--- src/rtl/ro_puf_pkg.sv ---
// Shared types and helpers for the RO-PUF pair measurement controller.
package ro_puf_pkg;

    localparam int DEF_N_RO          = 16;
    localparam int DEF_CNT_W         = 16;
    localparam int DEF_WIN_CYCLES    = 4096;
    localparam int DEF_SETTLE_CYCLES = 8;

    typedef enum logic [2:0] {
        ST_IDLE,
        ST_SETTLE,
        ST_COUNT,
        ST_DRAIN,
        ST_CMP,
        ST_DONE
    } meas_state_e;

    // Increment that sticks at the all-ones value of a w-bit counter
    function automatic logic [31:0] sat_inc(input logic [31:0] cnt,
                                            input int unsigned w);
        logic [31:0] max_v;
        max_v = (32'd1 << w) - 32'd1;
        return (cnt >= max_v) ? cnt : cnt + 32'd1;
    endfunction

endpackage

--- src/rtl/ro_edge_counter.sv ---
// Synchronizes one raw oscillator output and counts its rising edges.
module ro_edge_counter
    import ro_puf_pkg::*;
#(
    parameter int CNT_W = DEF_CNT_W
) (
    input  logic             clk,
    input  logic             rst_n,
    input  logic             clr,
    input  logic             cnt_en,
    input  logic             ro_in,
    output logic [CNT_W-1:0] cnt
);

    logic             s1_q;
    logic             s2_q;
    logic             edge_q;
    logic [CNT_W-1:0] cnt_q;
    logic [CNT_W-1:0] cnt_d;

    always_ff @(posedge clk or negedge rst_n) begin
        if (!rst_n) begin
            s1_q   <= 1'b0;
            s2_q   <= 1'b0;
            edge_q <= 1'b0;
            cnt_q  <= '0;
        end else begin
            s1_q   <= ro_in;
            s2_q   <= s1_q;
            edge_q <= s2_q;
            cnt_q  <= cnt_d;
        end
    end

    always_comb begin
        cnt_d = cnt_q;
        if (clr) begin
            cnt_d = '0;
        end else if (cnt_en && s2_q && !edge_q) begin
            cnt_d = CNT_W'(sat_inc(32'(cnt_q), CNT_W));
        end
    end

    assign cnt = cnt_q;

endmodule

--- src/rtl/ro_pair_meas_ctrl.sv ---
// RO pair measurement FSM: settle, count a window, compare, report.
// Optional tie output when ROPUF_TIE_FLAG_EN is defined.
module ro_pair_meas_ctrl
    import ro_puf_pkg::*;
#(
    parameter int N_RO          = DEF_N_RO,
    parameter int SEL_W         = $clog2(N_RO),
    parameter int CNT_W         = DEF_CNT_W,
    parameter int WIN_CYCLES    = DEF_WIN_CYCLES,
    parameter int SETTLE_CYCLES = DEF_SETTLE_CYCLES
) (
    input  logic               clk,
    input  logic               rst_n,
    input  logic               start,
    input  logic [2*SEL_W-1:0] challenge,
    input  logic [N_RO-1:0]    ro_out,
    output logic [N_RO-1:0]    ro_en,
    output logic               busy,
    output logic               done,
    output logic               response,
    output logic               err,
`ifdef ROPUF_TIE_FLAG_EN
    output logic               tie,
`endif
    output logic [CNT_W-1:0]   cnt_a,
    output logic [CNT_W-1:0]   cnt_b
);

    localparam int TMR_MAX = (WIN_CYCLES > SETTLE_CYCLES) ?
                             WIN_CYCLES : SETTLE_CYCLES;
    localparam int TMR_W   = $clog2(TMR_MAX + 1);

    meas_state_e      state_q, state_d;
    logic [SEL_W-1:0] idx_a_q, idx_a_d;
    logic [SEL_W-1:0] idx_b_q, idx_b_d;
    logic [TMR_W-1:0] tmr_q, tmr_d;
    logic             resp_q, resp_d;
    logic             err_q, err_d;
    logic             tie_q, tie_d;
    logic [CNT_W-1:0] cnt_a_q, cnt_a_d;
    logic [CNT_W-1:0] cnt_b_q, cnt_b_d;
    logic [CNT_W-1:0] raw_a, raw_b;
    logic [SEL_W-1:0] ch_a, ch_b;

    assign ch_a = challenge[2*SEL_W-1:SEL_W];
    assign ch_b = challenge[SEL_W-1:0];

    always_ff @(posedge clk or negedge rst_n) begin
        if (!rst_n) begin
            state_q <= ST_IDLE;
            idx_a_q <= '0;
            idx_b_q <= '0;
            tmr_q   <= '0;
            resp_q  <= 1'b0;
            err_q   <= 1'b0;
            tie_q   <= 1'b0;
            cnt_a_q <= '0;
            cnt_b_q <= '0;
        end else begin
            state_q <= state_d;
            idx_a_q <= idx_a_d;
            idx_b_q <= idx_b_d;
            tmr_q   <= tmr_d;
            resp_q  <= resp_d;
            err_q   <= err_d;
            tie_q   <= tie_d;
            cnt_a_q <= cnt_a_d;
            cnt_b_q <= cnt_b_d;
        end
    end

    always_comb begin
        state_d = state_q;
        idx_a_d = idx_a_q;
        idx_b_d = idx_b_q;
        tmr_d   = tmr_q;
        resp_d  = resp_q;
        err_d   = err_q;
        tie_d   = tie_q;
        cnt_a_d = cnt_a_q;
        cnt_b_d = cnt_b_q;
        unique case (state_q)
            ST_IDLE: begin
                if (start) begin
                    idx_a_d = ch_a;
                    idx_b_d = ch_b;
                    tmr_d   = TMR_W'(SETTLE_CYCLES - 1);
                    // A self-paired challenge has no meaningful bit
                    if (ch_a == ch_b) begin
                        state_d = ST_DONE;
                        err_d   = 1'b1;
                        resp_d  = 1'b0;
                        tie_d   = 1'b0;
                        cnt_a_d = '0;
                        cnt_b_d = '0;
                    end else begin
                        state_d = ST_SETTLE;
                    end
                end
            end
            ST_SETTLE: begin
                if (tmr_q == '0) begin
                    state_d = ST_COUNT;
                    tmr_d   = TMR_W'(WIN_CYCLES - 1);
                end else begin
                    tmr_d = tmr_q - 1'b1;
                end
            end
            ST_COUNT: begin
                if (tmr_q == '0) begin
                    state_d = ST_DRAIN;
                end else begin
                    tmr_d = tmr_q - 1'b1;
                end
            end
            ST_DRAIN: state_d = ST_CMP;
            ST_CMP: begin
                resp_d  = raw_a > raw_b;
                tie_d   = raw_a == raw_b;
                err_d   = 1'b0;
                cnt_a_d = raw_a;
                cnt_b_d = raw_b;
                state_d = ST_DONE;
            end
            ST_DONE: state_d = ST_IDLE;
            default: state_d = ST_IDLE;
        endcase
    end

    always_comb begin
        ro_en = '0;
        if (state_q == ST_SETTLE || state_q == ST_COUNT) begin
            ro_en[idx_a_q] = 1'b1;
            ro_en[idx_b_q] = 1'b1;
        end
    end

    ro_edge_counter #(.CNT_W(CNT_W)) u_cnt_a (
        .clk    (clk),
        .rst_n  (rst_n),
        .clr    (state_q == ST_SETTLE),
        .cnt_en (state_q == ST_COUNT),
        .ro_in  (ro_out[idx_a_q]),
        .cnt    (raw_a)
    );

    ro_edge_counter #(.CNT_W(CNT_W)) u_cnt_b (
        .clk    (clk),
        .rst_n  (rst_n),
        .clr    (state_q == ST_SETTLE),
        .cnt_en (state_q == ST_COUNT),
        .ro_in  (ro_out[idx_b_q]),
        .cnt    (raw_b)
    );

    assign busy     = state_q != ST_IDLE;
    assign done     = state_q == ST_DONE;
    assign response = resp_q;
    assign err      = err_q;
    assign cnt_a    = cnt_a_q;
    assign cnt_b    = cnt_b_q;
`ifdef ROPUF_TIE_FLAG_EN
    assign tie      = tie_q;
`else
    logic unused_tie;
    assign unused_tie = tie_q;
`endif

endmodule

--- config.mk ---
export PLATFORM = sky130hd
export DESIGN_NAME = ro_pair_meas_ctrl
export DESIGN_NICKNAME = d
export VERILOG_FILES = /design/src/rtl/ro_puf_pkg.sv /design/src/rtl/ro_edge_counter.sv /design/src/rtl/ro_pair_meas_ctrl.sv
export SDC_FILE = /design/constraint.sdc
export NUM_CORES = 1
export LEC_CHECK = 0
export ABC_AREA = 1
export BUFFER_PORTS_ARGS = -buffer_cell sky130_fd_sc_hd__clkbuf_2
export CORE_ASPECT_RATIO = 2
export CORE_MARGIN = 2
export CORE_UTILIZATION = 52
export CTS_BUF_LIST = sky130_fd_sc_hd__clkbuf_2
export DETAILED_ROUTE_END_ITERATION = 6
export PLACE_DENSITY = 0.7
export SETUP_SLACK_MARGIN = 0.2
export SKIP_LAST_GASP = 1
export SLEW_MARGIN = 20
export SYNTH_ARGS = -nofsm -noshare
export SYNTH_HDL_FRONTEND = slang
export SYNTH_SLANG_ARGS = --single-unit
--- constraint.sdc ---
create_clock -name clk -period 3.9 [get_ports clk]
set_input_delay 0.195 -clock clk [delete_from_list [all_inputs] [get_ports clk]]
set_output_delay 0.195 -clock clk [all_outputs]
set_load 0.02 [all_outputs]
==> flow_summary.ini, run 1 <==
[flow_run]
cap_violations = 0

[timing]
setup_tns_ns = 0
worstMarginPinSlew_ns = 0.888
rsz_0062_raised_after_global_routing = false
drv_slew = 0
finalCriticalPeriod_ns = 3.10
timing.final.hold_violations = 0
timing.max_slew.rel_slack = 0.408
fmaxAchievable_mhz = 322
report.final.setup_viol = 0
skew_ns = 0.0344
final.period_utilization = 0.795

[worst_setup_path]
crit_type = reg -> reg
critical_path_buf_inv_count = 4
required_ns = 4.43
worst_r2r_startpoint = idx_a_q[1]$_DFFE_PN0P_
cell_by_cell_listing_of_the_critical_path = inv_1 > nor2_1 > a22oi_1 > dlygate4sd3_1 > nand2_1 > dlygate4sd3_1 > nand2_1 > nand4_1 > dlygate4sd3_1
critPathLaunchType = flop
regToRegEndpoint = u_cnt_a.s1_q$_DFF_PN0_
most_frequent_cell_on_the_critical_path = sky130_fd_sc_hd__dlygate4sd3_1
r2r_setup_slack_ns = 0.80
critPathCaptureType = flop
crit_slowest_cell = sky130_fd_sc_hd__dlygate4sd3_1
timing.reg2reg.worst_path_depth = 9
worstPathMaxFanout = 8
path_delay_family = buffers and inverters
critical_path.max_stage_delay_ns = 0.60
worst-endpoint-arrival_ns = 3.63

[clock_network]
clkTransAtPathRegs_ns = 0.28
cts_tree = done
cts.sinks = 96
cts-root-buf = sky130_fd_sc_hd__clkbuf_2
cts_max_level = 3
cts.path.max_buffers = 2
clk_latency_ns = 0.58
post_cts.repair.setup_buffers = 0
cts-buffers-inserted = 9

[synthesis]
synth_largest_type_area_fraction = 0.403
synth_sequential_area_ratio = 0.403
synth_warnings = 0
async_flop_share = 1.00
postSynth.topFlopCell = sky130_fd_sc_hd__dfrtp_1
synthMostInstantiatedCell = sky130_fd_sc_hd__nand2_1
synth_common_cells = 335 x sky130_fd_sc_hd__nand2_1, 96 x sky130_fd_sc_hd__dfrtp_1, 86 x sky130_fd_sc_hd__nor2_1, 80 x sky130_fd_sc_hd__inv_1, 33 x sky130_fd_sc_hd__nand3_1
synth_nets = 884
synth_instances = 837
post_synth.cell_area_avg_um2 = 7.13
synth.lib_cells_used.distinct = 35
netlist_area_um2 = 5970
synthDominantAreaCellType = sky130_fd_sc_hd__dfrtp_1
synth_area_leaders = sky130_fd_sc_hd__dfrtp_1 40%, sky130_fd_sc_hd__nand2_1 21%, sky130_fd_sc_hd__nor2_1 5.4%, sky130_fd_sc_hd__inv_1 5.0%, sky130_fd_sc_hd__ha_1 4.2%
synth-seq-cells = 96
synth-edff-count = 0

[grt]
grt_antenna_before_repair = 1
grt_pass1_vias = 5758
grt_first_pass_wirelength_um = 26400
globalRouteTotalUtil = 0.268
largest_net_degree_at_the_start_of_global_routing = 72
globalRouteOverflowTotal = 0

[die]
die_x_um = 79.8
floorplan.die.height_um = 156
placement_rows = 55
ioPinCount = 79
die_area_um2 = 12400
initial_core_util = 0.529
placeableCoreArea_um2 = 11300

[placement]
gp_routability_congestion = 0.894
port_buffers = 78
hpwl_um = 11700

[route]
detailroute.via_count = 5741
antenna_left = 0
met3WireLength_um = 534
detail_route.vias_per_cell = 5.35
remaining_drc_errors = 0
top_signal_layer_used = met4
wl_met1_um = 5910
drt-pass1-iter-count = 5
detail_route.wirelength_um = 15700
detail_route.iter0.violations = 338
met2_wirelength_um = 8530
drt-wirelength-per-cell_um = 14.6

[final_layout]
drive_gt1_frac = 0.144
layout-area-overhead-vs-synth_pct = 12.1
fin_nets = 972

[pwr]
finalPower_w = 0.00441
power.ir.vdd_worst_uv = 417
power.density_cell_area_nw_per_um2 = 659
cellLeakagePower_nw = 3.55

[worst_hold_path]
worst_hold_path_type = in -> async

[status]
outcome = complete, no violations
[registers in the layout, summed over array words and instances (netlist names), 3 cells and up]
signal,count
u_cnt_b.cnt,16
idx_a_q,4
tmr_q,13
state_q,3
cnt_a,16
cnt_b,16
idx_b_q,4
u_cnt_a.cnt,16
[placed cells by master (no fill, tap or decap), types with 3 or more instances in the layout]
cell type | synthesis | layout
sky130_fd_sc_hd__inv_1 | 80 | 80
sky130_fd_sc_hd__nor2_1 | 86 | 86
sky130_fd_sc_hd__dfrtp_1 | 96 | 96
sky130_fd_sc_hd__o21ai_0 | 17 | 17
sky130_fd_sc_hd__o22ai_1 | 3 | 3
sky130_fd_sc_hd__xnor2_1 | 4 | 4
sky130_fd_sc_hd__nand2_2 | 3 | 3
sky130_fd_sc_hd__a21oi_1 | 29 | 29
sky130_fd_sc_hd__nand3_1 | 33 | 33
sky130_fd_sc_hd__xor2_1 | 11 | 11
sky130_fd_sc_hd__a22oi_1 | 17 | 17
sky130_fd_sc_hd__o21ai_1 | 11 | 11
sky130_fd_sc_hd__clkbuf_2 | 0 | 88
sky130_fd_sc_hd__ha_1 | 20 | 20
sky130_fd_sc_hd__nor2_4 | 5 | 5
sky130_fd_sc_hd__nor3_1 | 4 | 4
sky130_fd_sc_hd__dlygate4sd3_1 | 0 | 18
sky130_fd_sc_hd__nand4_1 | 22 | 22
sky130_fd_sc_hd__nor2_2 | 3 | 3
sky130_fd_sc_hd__clkinv_4 | 0 | 3
sky130_fd_sc_hd__nand2_1 | 335 | 335
sky130_fd_sc_hd__o21bai_1 | 6 | 6
sky130_fd_sc_hd__o21ai_2 | 8 | 8
sky130_fd_sc_hd__nand3_2 | 3 | 3
sky130_fd_sc_hd__nand2_4 | 4 | 4
sky130_fd_sc_hd__inv_2 | 7 | 7
[worst max-delay path by stage]
stage	startpoint	to	slack, ns	cells past startpoint
final	idx_a_q[1]$_DFFE_PN0P_	u_cnt_a.s1_q$_DFF_PN0_	0.80	9
after global routing	idx_a_q[1]$_DFFE_PN0P_	u_cnt_a.s1_q$_DFF_PN0_	0.61	9
after CTS	idx_b_q[1]$_DFFE_PN0P_	u_cnt_b.s1_q$_DFF_PN0_	0.88	9
after detailed placement	state_q[1]$_DFFE_PN0P_	u_cnt_b.cnt[10]$_DFFE_PN0P_	1.58	7
after global placement	state_q[1]$_DFFE_PN0P_	u_cnt_b.cnt[5]$_DFFE_PN0P_	1.66	7
after floorplan	state_q[1]$_DFFE_PN0P_	ro_en[10]	2.30	4
[metal layers]
layer  vias up  global-route usage
met1      2662               0.281
met5         -                   0
met4         0               0.143
met2       174               0.496
li1       2848                   -
met3        57              0.0412
[power breakdown]
part | internal, W | switching [W] | total (W)
Clock | 0.0000954 | 0.000354 | 0.000449
Combinational | 0.000738 | 0.00168 | 0.00241
Sequential | 0.00128 | 0.000266 | 0.00154
Total | 0.00211 | 0.00230 | 0.00441
[cell type report]
type	count	area [um2]
inverter	89	339
tap	142	178
timing repair buffer	97	581
clock buffer	11	55.1
multi-input combinational	632	3090
sequential	96	2400
clock inverter	5	42.5
antenna	1	2.50
fill	1102	4600
[cells by family after synthesis]
kind of cell,Yosys count,synth area share
XOR/XNOR,15,0.0220
buffers and inverters,109,0.0801
AND/OR/NAND/NOR,502,0.356
AO/OA/AOI/OAI,95,0.0973
adder cells (fa/ha/maj),20,0.0419
flip-flops,96,0.403
[worst register-to-register path, cell delays in order (launching register included)]
cell,delay [ns]
sky130_fd_sc_hd__dfrtp_1,0.46
sky130_fd_sc_hd__inv_1,0.07
sky130_fd_sc_hd__nor2_1,0.48
sky130_fd_sc_hd__a22oi_1,0.13
sky130_fd_sc_hd__dlygate4sd3_1,0.60
sky130_fd_sc_hd__nand2_1,0.07
sky130_fd_sc_hd__dlygate4sd3_1,0.56
sky130_fd_sc_hd__nand2_1,0.06
sky130_fd_sc_hd__nand4_1,0.08
sky130_fd_sc_hd__dlygate4sd3_1,0.55
[stage by stage]
| step | cells | setup slack (ns) | hold WS [ns] | util | instance area [um2] |
|---|---|---|---|---|---|
| CTS | 1072 | 0.879 | 0.222 | 0.592 | 6690 |
| detailed placement | 1038 | 1.58 | 0.358 | 0.568 | 6410 |
| global placement | 1038 | 1.66 | 0.337 | 0.568 | 6410 |
| finish | 1073 | 0.798 | 0.233 | 0.593 | 6690 |
| floorplan | 837 | 2.30 | -0.101 | - | 5970 |
| global route | 1073 | 0.606 | 0.259 | 0.593 | 6690 |
[repair_timing]
action,4_1_cts,5_1_grt
hold buffers,18,0
gates resized for setup,0,0
endpoints found under the hold margin,81,0
No activity file was read; power rests on OpenSTA's default activity.
==> inputs of run 2 (changes only) <==
PLACE_DENSITY = 0.73   (was 0.7)
clock period = 2.6 ns   (was 3.9 ns; I/O delays follow)
==> run 2 against run 1 <==
Compared with the run above: total power is 52% higher; die area stayed put; sequential share of layout area is 1.3 points lower; critical path type is now reg -> out.
==> flow_summary.ini, run 2 (synthesized netlist as in run 1, its figures left out) <==
[status]
outcome = complete, no violations

[worst_setup_path]
worst_r2r_startpoint = u_cnt_b.cnt[0]$_DFFE_PN0P_
worstPathMaxFanout = 8
crit_type = reg -> out
r2r_setup_slack_ns = 0.58
critPathLaunchType = flop
critPathCaptureType = primary output
regToRegEndpoint = u_cnt_b.cnt[10]$_DFFE_PN0P_
worst-endpoint-arrival_ns = 2.05
required_ns = 2.47
timing.reg2reg.worst_path_depth = 9

[clock_network]
cts-buffers-inserted = 9
clkTransAtPathRegs_ns = 0.28
cts_tree = done
cts-root-buf = sky130_fd_sc_hd__clkbuf_2
clk_latency_ns = 0.59
cts.path.max_buffers = 2
post_cts.repair.setup_buffers = 0
cts_max_level = 3
cts.sinks = 96

[die]
initial_core_util = 0.529
die_area_um2 = 12400
floorplan.die.height_um = 156
ioPinCount = 79
die_x_um = 79.8
placeableCoreArea_um2 = 11300
placement_rows = 55

[grt]
grt_first_pass_wirelength_um = 26700
grt_antenna_before_repair = 2
grt_pass1_vias = 5846
largest_net_degree_at_the_start_of_global_routing = 39
globalRouteTotalUtil = 0.277
globalRouteOverflowTotal = 0

[placement]
port_buffers = 78
placedInstanceArea_um2 = 6450
gp_routability_congestion = 0.911
hpwl_um = 11500
place_inst = 1042

[timing]
setup_tns_ns = 0
fmaxAchievable_mhz = 458
worstMarginPinSlew_ns = 0.485
timing.final.hold_violations = 0
hold_ws_ns = 0.332
skew_ns = 0.0303
rsz_0062_raised_after_global_routing = false
finalCriticalPeriod_ns = 2.18
timing.max_slew.rel_slack = 0.676
final.period_utilization = 0.840
drv_slew = 0
report.final.setup_viol = 0

[route]
drt-wirelength-per-cell_um = 14.8
detail_route.vias_per_cell = 5.28
remaining_drc_errors = 0
drt-pass1-iter-count = 7
detailroute.via_count = 5784
detail_route.wirelength_um = 16200
antenna_left = 0
detail_route.iter0.violations = 332

[final_layout]
final_common_cell = sky130_fd_sc_hd__nand2_1
layout-area-overhead-vs-synth_pct = 16.3
drive_gt1_frac = 0.152
layout_common_cells = 335 x sky130_fd_sc_hd__nand2_1, 96 x sky130_fd_sc_hd__dfrtp_1, 86 x sky130_fd_sc_hd__clkbuf_2
fin_area_um2 = 6940
fin_nets = 994
stdcell_count = 1096

[worst_hold_path]
worst_hold_path_type = in -> reg
worst_hold_path.endpoint = idx_b_q[1]$_DFFE_PN0P_
hold_path_startpoint = challenge[1]
hold_depth = 4

[pwr]
power.ir.vdd_worst_uv = 713
power.density_cell_area_nw_per_um2 = 967
cellLeakagePower_nw = 3.64
finalPower_w = 0.00672

[flow_run]
cap_violations = 0
[run 2: critical path, stage by stage (launching register included)]
cell	delay, ns
sky130_fd_sc_hd__dfrtp_1	0.50
sky130_fd_sc_hd__inv_1	0.10
sky130_fd_sc_hd__nor2_2	0.38
sky130_fd_sc_hd__nand2_1	0.09
sky130_fd_sc_hd__a21oi_1	0.20
sky130_fd_sc_hd__clkbuf_2	0.21
[run 2: timing repair]
item                                   CTS  global route
setup endpoints to repair                0             9
gates resized for setup                  0             6
endpoints found under the hold margin  108             0
hold buffers                            36             0
[run 2: layer usage]
| layer | routed length, um | GRT usage | share of wire |
|---|---|---|---|
| met3 | 700 | 0.0516 | 0.043 |
| met5 | 0 | 0 | 0 |
| met4 | 828 | 0.172 | 0.051 |
| met1 | 5860 | 0.275 | 0.36 |
| met2 | 8790 | 0.511 | 0.54 |
[run 2: power by group]
| group | switching, W | leakage (nW) | internal (W) |
|---|---|---|---|
| Sequential | 0.000387 | 1.27 | 0.00192 |
| Clock | 0.000550 | 0.0589 | 0.000135 |
| Combinational | 0.00257 | 2.32 | 0.00116 |
| Total | 0.00350 | 3.64 | 0.00321 |
[run 2: how the worst max path moves through the flow]
| stage | start | end | slack, ns |
|---|---|---|---|
| 2_1_floorplan | u_cnt_a.cnt[1]$_DFFE_PN0P_ | u_cnt_a.cnt[2]$_DFFE_PN0P_ | 1.05 |
| 3_3_place_gp | u_cnt_b.cnt[0]$_DFFE_PN0P_ | u_cnt_b.cnt[10]$_DFFE_PN0P_ | 0.63 |
| 3_5_place_dp | u_cnt_b.cnt[0]$_DFFE_PN0P_ | u_cnt_b.cnt[10]$_DFFE_PN0P_ | 0.59 |
| 4_1_cts | state_q[1]$_DFFE_PN0P_ | ro_en[0] | 0.27 |
| 5_1_grt | state_q[1]$_DFFE_PN0P_ | ro_en[3] | 0.26 |
| 6_report | idx_a_q[1]$_DFFE_PN0P_ | ro_en[6] | 0.42 |
[run 2: per-stage QoR]
step           worst slack, ns   util
6_report                 0.415  0.615
5_1_grt                  0.259  0.615
4_1_cts                  0.267  0.613
3_5_place_dp             0.590  0.572
3_3_place_gp             0.631  0.572
2_1_floorplan             1.05      -
[run 2: area by class of cell]
class | instances | area [um2]
fillers | 1102 | 4340
inverters | 89 | 339
clock inverters | 7 | 55.1
clock buffers | 9 | 45.0
repair buffers | 119 | 813
flip-flops and latches | 96 | 2400
diodes | 2 | 5.00
multi-input cells | 632 | 3100
well taps | 142 | 178
==> inputs of run 3 (changes only) <==
clock period = 2 ns   (was 2.6 ns; I/O delays follow)
==> run 3 against run 2 <==
Compared with the run above: the flow now finishes with violations (setup timing); worst hold slack got worse by 0.026 ns; via count grew 9.3%; first-iteration DRC count is 49% higher; largest power group unchanged.
==> flow_summary.ini, run 3 (synthesized netlist as in run 1, its figures left out) <==
[status]
outcome = finished with violations
failing_checks = setup timing

[grt]
globalRouteTotalUtil = 0.293
globalRouteOverflowTotal = 0
largest_net_degree_at_the_start_of_global_routing = 67
grt_antenna_before_repair = 1
grt_first_pass_wirelength_um = 28200
grt_pass1_vias = 5917

[die]
die_area_um2 = 12400
floorplan.die.height_um = 156
ioPinCount = 79
placement_rows = 55
initial_core_util = 0.529
placeableCoreArea_um2 = 11300
die_x_um = 79.8

[final_layout]
drive_gt1_frac = 0.250
final.fill_count = 959
fin_nets = 1034
layout_common_cells = 327 x sky130_fd_sc_hd__nand2_1, 79 x sky130_fd_sc_hd__dfrtp_1, 74 x sky130_fd_sc_hd__nor2_1
layout-area-overhead-vs-synth_pct = 27.8
final_common_cell = sky130_fd_sc_hd__nand2_1
final_core_density = 0.676

[timing]
drv_slew = 0
timing.max_slew.rel_slack = 0.636
final.period_utilization = 1.01
finalCriticalPeriod_ns = 2.01
worstMarginPinSlew_ns = 0.545
rsz_0062_raised_after_global_routing = true
final.setup.worst_slack_ns = -0.0132
fmaxAchievable_mhz = 497
skew_ns = 0.0251
timing.final.hold_violations = 0
report.final.setup_viol = 2

[worst_setup_path]
required_ns = 1.90
critical_path.max_stage_delay_ns = 0.52
worstPathMaxFanout = 6
critPathLaunchType = flop
crit_slowest_cell = sky130_fd_sc_hd__dfrtp_2
cell_by_cell_listing_of_the_critical_path = nor2_4 > inv_2 > nand2_4 > buf_6 > a21oi_2 > clkbuf_8
worst-endpoint-arrival_ns = 1.91
crit_type = reg -> out
critPathCaptureType = primary output
timing.reg2reg.worst_path_depth = 6

[route]
drt-wirelength-per-cell_um = 16.7
antenna_left = 0
detailroute.via_count = 6320
detail_route.vias_per_cell = 5.57
detail_route.wirelength_um = 19000
drt-pass1-iter-count = 5
remaining_drc_errors = 0
detail_route.iter0.violations = 495

[clock_network]
clkTransAtPathRegs_ns = 0.27
cts.path.max_buffers = 2
cts-root-buf = sky130_fd_sc_hd__clkbuf_2
clk_latency_ns = 0.58
cts.sinks = 96
cts_tree = done
cts-buffers-inserted = 9
cts_max_level = 3

[pwr]
cellLeakagePower_nw = 3.90
power.density_cell_area_nw_per_um2 = 1370
power.ir.vdd_worst_uv = 1250
finalPower_w = 0.0104

[placement]
port_buffers = 78
hpwl_um = 11900
gp_routability_congestion = 0.908

[flow_run]
cap_violations = 0

[worst_hold_path]
worst_hold_path_type = in -> reg
hold_depth = 4
[run 3: cell types whose count changed in the layout (fill, tap and decap cells not counted), moves of 8 or more]
| cell | delta |
|---|---|
| sky130_fd_sc_hd__a21oi_4 | +9 |
| sky130_fd_sc_hd__dlygate4sd3_1 | -8 |
| sky130_fd_sc_hd__dfrtp_2 | +17 |
| sky130_fd_sc_hd__a21oi_1 | -12 |
| sky130_fd_sc_hd__inv_2 | +8 |
| sky130_fd_sc_hd__clkbuf_2 | -15 |
| sky130_fd_sc_hd__nand2_1 | -8 |
| sky130_fd_sc_hd__dfrtp_1 | -17 |
| sky130_fd_sc_hd__buf_4 | +47 |
| sky130_fd_sc_hd__inv_1 | -10 |
[run 3: report_power, final]
| part | leakage (nW) | internal [W] | switching [W] |
|---|---|---|---|
| sequential | 1.25 | 0.00251 | 0.000529 |
| combinational | 2.59 | 0.00232 | 0.00411 |
| clock | 0.0658 | 0.000296 | 0.000675 |
| total | 3.90 | 0.00512 | 0.00531 |
[run 3: routing by layer]
layer | wire length [um] | global-route usage | up-vias
met5 | 0 | 0 | -
met4 | 1270 | 0.164 | 0
met3 | 1050 | 0.0452 | 95
met2 | 10200 | 0.539 | 322
met1 | 6460 | 0.308 | 2936
li1 | - | - | 2967
[run 3: path summary, 6_finish.rpt]
kind,from,endpoint,slack (ns)
setup / recovery,state_q[1]$_DFFE_PN0P_,ro_en[5],-0.01
min in group asynchronous,rst_n,cnt_b[14]$_DFFE_PN0P_,0.60
max in group asynchronous,rst_n,u_cnt_b.cnt[4]$_DFFE_PN0P_,1.01
hold / removal,challenge[3],idx_b_q[3]$_DFFE_PN0P_,0.31
hold reg to reg,u_cnt_b.s1_q$_DFF_PN0_,u_cnt_b.s2_q$_DFF_PN0_,0.39
setup reg to reg,state_q[1]$_DFFE_PN0P_,idx_a_q[2]$_DFFE_PN0P_,0.21
[run 3: timing repair]
action / CTS / global route
hold endpoints to repair: 108 / 0
resized for setup: 64 / 68
hold buffers: 31 / 0
buffers inserted: 11 / 15
cloned: 1 / 0
setup endpoints to repair: 18 / 43
pin swaps: 5 / 19
[run 3: final cells by class]
type / count / area [um2] / area share
antenna: 1 / 2.50 / 0.000328
clock buffer: 11 / 55.1 / 0.00722
multi-input combinational: 632 / 3310 / 0.435
sequential: 96 / 2420 / 0.318
timing repair buffer: 159 / 1250 / 0.164
clock inverter: 5 / 57.6 / 0.00755
inverter: 89 / 344 / 0.0451
tap: 142 / 178 / 0.0233
[run 3: through the flow]
step	cells	hold slack [ns]	setup WS [ns]	instance area (um2)	setup TNS (ns)
CTS	1122	0.280	0.0713	7360	0
floorplan	837	-0.196	0.449	5970	0
global route	1135	0.294	-0.0600	7620	-0.280
global placement	1063	0.0539	0.323	6610	0
detailed placement	1063	0.0592	0.308	6610	0
finish	1135	0.306	-0.0132	7620	-0.0150
[run 3: worst max-delay path, delay by kind of cell (launching register included)]
family,cells,cell delay [ns]
AOI/OAI and AO/OA,1,0.14
and+or+nand+nor,2,0.20
DFF,1,0.52
buffers and inverters,3,0.48
